**config.mk**
```make
export PLATFORM = sky130hd
export DESIGN_NAME = fp_expand
export DESIGN_NICKNAME = d
export VERILOG_FILES = /design/src/rtl/fpcvt_pkg.sv /design/src/rtl/fp_sm_to_tc.sv /design/src/rtl/fp_expand.sv
export SDC_FILE = /design/constraint.sdc
export NUM_CORES = 1
export LEC_CHECK = 0
export BUFFER_PORTS_ARGS = -buffer_cell sky130_fd_sc_hd__buf_2
export CORE_MARGIN = 2
export CORE_UTILIZATION = 54
export CTS_CLUSTER_DIAMETER = 40
export DETAILED_ROUTE_END_ITERATION = 10
export GPL_ROUTABILITY_DRIVEN = 0
export PLACE_DENSITY = 0.77
export SLEW_MARGIN = 20
export SYNTH_ARGS = -nofsm -noshare
export SYNTH_HDL_FRONTEND = slang
export SYNTH_SLANG_ARGS = --single-unit
```
**constraint.sdc**
```tcl
create_clock -name clk -period 2.5 [get_ports clk]
set_input_delay 0.125 -clock clk [delete_from_list [all_inputs] [get_ports clk]]
set_output_delay 0.125 -clock clk [all_outputs]
set_load 0.02 [all_outputs]
```
**src/rtl/fpcvt_pkg.sv**
```systemverilog
// Shared widths, packed-float layout and FSM states for the float/linear converters.
package fpcvt_pkg;

  localparam int unsigned EXP_W = 3;
  localparam int unsigned SIG_W = 4;
  localparam int unsigned OUT_W = 12;
  localparam int unsigned FP_W  = 1 + EXP_W + SIG_W;

  typedef struct packed {
    logic             sign;
    logic [EXP_W-1:0] exp;
    logic [SIG_W-1:0] sig;
  } fp_t;

  typedef enum logic [1:0] {
    IDLE  = 2'd0,
    SHIFT = 2'd1,
    DONE  = 2'd2
  } state_e;

endpackage

```
**src/rtl/fp_sm_to_tc.sv**
```systemverilog
// Combinational sign-magnitude to OUT_W-bit two's-complement conversion.
module fp_sm_to_tc
  import fpcvt_pkg::*;
(
  input  logic             sgn_i,
  input  logic [OUT_W-1:0] mag_i,
  output logic [OUT_W-1:0] tc_c_o
);

  // A zero magnitude negates to zero, so negative zero needs no special case.
  assign tc_c_o = sgn_i ? (~mag_i + OUT_W'(1)) : mag_i;

endmodule

```
**src/rtl/fp_expand.sv**
```systemverilog
// Iterative 8-bit float -> 12-bit linear expander, one shift per clock.
// Build option FPX_MIDPOINT_EN reconstructs the quantization-interval midpoint.
module fp_expand
  import fpcvt_pkg::*;
(
  input  logic             clk,
  input  logic             rst,
  input  logic             in_valid,
  output logic             in_ready,
  input  logic [FP_W-1:0]  in_data,
  output logic             out_valid,
  input  logic             out_ready,
  output logic [OUT_W-1:0] out_data
);

  state_e           state_q;
  logic [OUT_W-1:0] mag_q;
  logic [EXP_W-1:0] cnt_q;
  logic             sgn_q;
  logic             in_ready_q;
  logic             out_valid_q;
  logic [OUT_W-1:0] out_data_q;
  logic [OUT_W-1:0] tc_d;
  logic             shift_in_d;
  fp_t              in_f;

  assign in_f      = fp_t'(in_data);
  assign in_ready  = in_ready_q;
  assign out_valid = out_valid_q;
  assign out_data  = out_data_q;

`ifdef FPX_MIDPOINT_EN
  // Shifting a 1 in on the first step adds 1<<(exp-1) once all exp shifts are done.
  logic first_q;
  assign shift_in_d = first_q;
`else
  assign shift_in_d = 1'b0;
`endif

  fp_sm_to_tc u_sm_to_tc (
    .sgn_i  (sgn_q),
    .mag_i  (mag_q),
    .tc_c_o (tc_d)
  );

  always_ff @(posedge clk) begin
    if (rst) begin
      state_q     <= IDLE;
      mag_q       <= '0;
      cnt_q       <= '0;
      sgn_q       <= 1'b0;
      in_ready_q  <= 1'b1;
      out_valid_q <= 1'b0;
      out_data_q  <= '0;
`ifdef FPX_MIDPOINT_EN
      first_q     <= 1'b0;
`endif
    end else begin
      case (state_q)
        IDLE: begin
          if (in_valid && in_ready_q) begin
            mag_q      <= OUT_W'(in_f.sig);
            cnt_q      <= in_f.exp;
            sgn_q      <= in_f.sign;
            in_ready_q <= 1'b0;
            state_q    <= SHIFT;
`ifdef FPX_MIDPOINT_EN
            first_q    <= 1'b1;
`endif
          end
        end
        SHIFT: begin
          if (cnt_q != '0) begin
            mag_q   <= {mag_q[OUT_W-2:0], shift_in_d};
            cnt_q   <= cnt_q - EXP_W'(1);
`ifdef FPX_MIDPOINT_EN
            first_q <= 1'b0;
`endif
          end else begin
            out_data_q  <= tc_d;
            out_valid_q <= 1'b1;
            state_q     <= DONE;
          end
        end
        DONE: begin
          if (out_ready) begin
            out_valid_q <= 1'b0;
            in_ready_q  <= 1'b1;
            state_q     <= IDLE;
          end
        end
        default: begin
          state_q     <= IDLE;
          in_ready_q  <= 1'b1;
          out_valid_q <= 1'b0;
        end
      endcase
    end
  end

endmodule
```
==> key figures <==
Clocking
  – Clock net sink count: 32
  – CTS tree: yes
  – Post_cts resized: 0
  – Hold buffers post-CTS: 0
  – Worst-skew pair later-pin latency: 0.33 ns
  – Max H-tree Level: 2
  – Post-CTS Setup Bufs: 0
  – Largest buffer count on any clock path: 2
  – Clock root cell: clkbuf_4
  – Clock transition at the registers of the reported paths: approximately 0.09 ns
  – CTS Buf Count: 5

Drt
  – DR pass1 iterations: 4
  – DRC: 0
  – Total Wirelength: 3.07 mm
  – Vias per cell: 5.80
  – Initial DRC Count: 27
  – Routed WL per cell: between 10 and 15 microns
  – Vias: 1287
  – ANT nets after route: 0

Logic synthesis
  – Area of the mapped netlist: 1500 sq um
  – Ys async rst share: 0%
  – Synth cell types: 33
  – FF+latch count, synth: 32
  – Synth warn: 0
  – Syn nets: between 150 and 200
  – Synth Flop Type: dfxtp_1
  – Mapped Cells: 169
  – Proportion of synthesized chip area in sequential cells: 42.8%
  – Mean Syn Cell Area: 8.85 sq um
  – Number of synthesized flops with an enable pin: 0

Final layout
  – Post-route insts no fill: 222
  – Area grow syn2layout: 13.0%
  – Layout cells sized above 1: 21.5%
  – Layout Nets: 206
  – Final core utilization: 62.9%
  – Cell area after layout: roughly 1700 sq um
  – # diodes: 0

Worst hold path
  – Hold WC Path Type: in2reg

Setup path
  – Bufs and invs on worst path: 1
  – Top delay family on crit path: simple AND/OR/NAND/NOR gates
  – Worst Setup Start Kind: flop
  – Crit path DAT: 2.35 ns
  – Critical path cell sequence: inv_1 -> ha_1 -> or4b_4 -> nor4_2 -> mux2_2 -> nor4_2
  – Max incr delay on CP: around 0.5 ns
  – CP Max Fanout: 4
  – WS Path Type: reg2reg
  – CP endpoint kind: flop
  – Crit path max-delay cell type: or4b_4
  – Crit path required time: 2.75 ns
  – Worst path most repeated cell: nor4_2

Timing
  – Min cycle time layout: 2.10 ns
  – Fmax: 477 MHz
  – Worst-case clock skew: 0.00755 ns
  – Slew Limit Fails: 0
  – Hold Vio Cnt, Final: 0
  – Slew @ Worst Pin: 0.579 ns
  – Slew HR: between 60% and 70%
  – Final setup vio count: 0
  – RSZ-0062 raised after global routing: no
  – Crit share post-route: around 84%
  – Setup TNS: 0 ns

Placement
  – DP Wirelength: roughly 2.2 mm
  – Input/output buffers: 25
  – Post-DP Area: 1620 sq um
  – Placed cell count: between 200 and 250

Floorplanning
  – Die width: about 57 microns
  – Chip height: 56.6 microns
  – Core footprint: 2690 sq um
  – Std-Cell Rows: 19
  – Initial Util: 55.7%
  – Die area: 3210 sq um
  – IO Pins: 26

Outcome
  – Status: complete, no violations

Flow run
  – Max-cap viol count: 0

Global routing
  – Vias in the first global route: 1288
  – GRT Total Usage: 21.7%
  – Final global-route overflow total: 0
  – First-pass GRT wire length: 5.36 mm
  – Largest net degree at the start of global routing: 34
  – Initial antenna violation count: 0

Power and ir drop
  – Cell Int Power: 0.000843 W
  – Power density cells: approximately 730 nW/um^2
  – Clock Power Share: 26.3%
  – Psw: 0.000397 W
  – Net Sw Frac: 32.0%
  – Peak VDD IR: around 0.6 mV
  – Logic pwr share: 25.5%
  – Sequential share of power: 48.2%
  – Pleak: just under 0.7 nW
==> area by class of cell <==
class | count | area (sq um)
clock buffers | 7 | 65.1
fillers | 233 | 997
inverters | 6 | 22.5
multi-input cells | 120 | 790
flip-flops and latches | 32 | 641
well taps | 31 | 38.8
repair buffers | 26 | 133
==> flip-flops by register name, summed over array words and instances, names as in the netlist <==
name,cells
cnt_q,3
in_ready,1
sgn_q,1
out_data,12
mag_q,12
out_valid,1
state_q,2
==> layout by cell type, fill, tap and decap left out, types with 2 or more instances in the layout <==
cell type / count
and3_1: 2
mux2_2: 2
a22oi_1: 9
a21o_1: 2
or3_1: 3
dfxtp_1: 32
o21ai_0: 2
o41ai_2: 2
xor2_1: 7
mux2i_1: 3
a211oi_1: 17
clkbuf_4: 5
inv_1: 6
o21ai_1: 2
clkbuf_8: 2
a21oi_1: 8
nor4_2: 2
ha_1: 3
buf_2: 25
nor2_1: 34
nand3b_1: 2
nand2b_1: 5
nand2_1: 5
==> through the flow <==
stage | setup WS (ns) | hold WS, ns | power, W
after floorplan | 0.601 | 0.272 | 0.000846
after global placement | 0.569 | 0.365 | 0.000910
after detailed placement | 0.419 | 0.379 | 0.000927
after CTS | 0.392 | 0.0267 | 0.00125
after global routing | 0.267 | 0.0521 | 0.00131
final | 0.404 | 0.0351 | 0.00124
==> path summary, 6_finish.rpt <==
path                    start           end  slack (ns)  depth (start not counted)
setup / recovery     mag_q[0]  out_data[10]        0.40                          6
hold reg to reg   out_data[0]   out_data[0]        0.47                          2
hold / removal     in_data[7]         sgn_q        0.04                          3
setup reg to reg     mag_q[0]  out_data[10]        0.40                          6
==> Yosys cell counts (2+ instances only) <==
cell type	instances	area share, %
a211oi_1	17	8.5
a21o_1	2	1.0
a21oi_1	8	2.7
a22oi_1	9	4.5
and3_1	2	0.84
buf_1	2	0.50
clkbuf_1	8	2.0
dfxtp_1	32	43
ha_1	3	2.5
inv_1	6	1.5
mux2_2	2	1.5
mux2i_1	3	2.0
nand2_1	5	1.3
nand2b_1	5	2.1
nand3b_1	2	1.0
nor2_1	34	8.5
nor4_2	2	1.7
o21ai_0	2	0.67
o21ai_1	2	0.67
o41ai_2	2	2.2
or3_1	3	1.3
xor2_1	7	4.1
==> worst reg2reg max path, stage by stage (launching register included) <==
cell     delay [ns]
dfxtp_1        0.35
inv_1          0.09
ha_1           0.19
or4b_4         0.50
nor4_2         0.27
mux2_2         0.39
nor4_2         0.24
==> power groups by stage <==
stage,clock network (W),logic [W],registers [W]
finish,0.000327,0.000316,0.000598
global route,0.000354,0.000354,0.000604
CTS,0.000333,0.000318,0.000597
detailed placement,0,0.000317,0.000609
global placement,0,0.000304,0.000606
floorplan,0,0.000217,0.000629
==> cells by family (layout without fill, tap and decap cells) <==
family	Yosys count	after routing	share of synthesized area [%]
XOR/XNOR	8	8	4.69
buffers and inverters	17	39	4.35
adder cells (fa/ha/maj)	3	3	2.51
AND/OR/NAND/NOR	59	59	19.8
flip-flops	32	32	42.8
AO/OA/AOI/OAI	45	45	22.3
multiplexers	5	5	3.51
==> routing by layer <==
| metal | wire (microns) | vias up | global-route usage, % |
|---|---|---|---|
| li1 | - | 647 | - |
| met1 | 1320 | 585 | 24.3 |
| met2 | 1480 | 47 | 36.4 |
| met3 | 189 | 8 | 7.14 |
| met4 | 85 | 0 | 11.2 |
| met5 | 0 | - | 0 |
No activity file was read; power rests on OpenSTA's default activity.
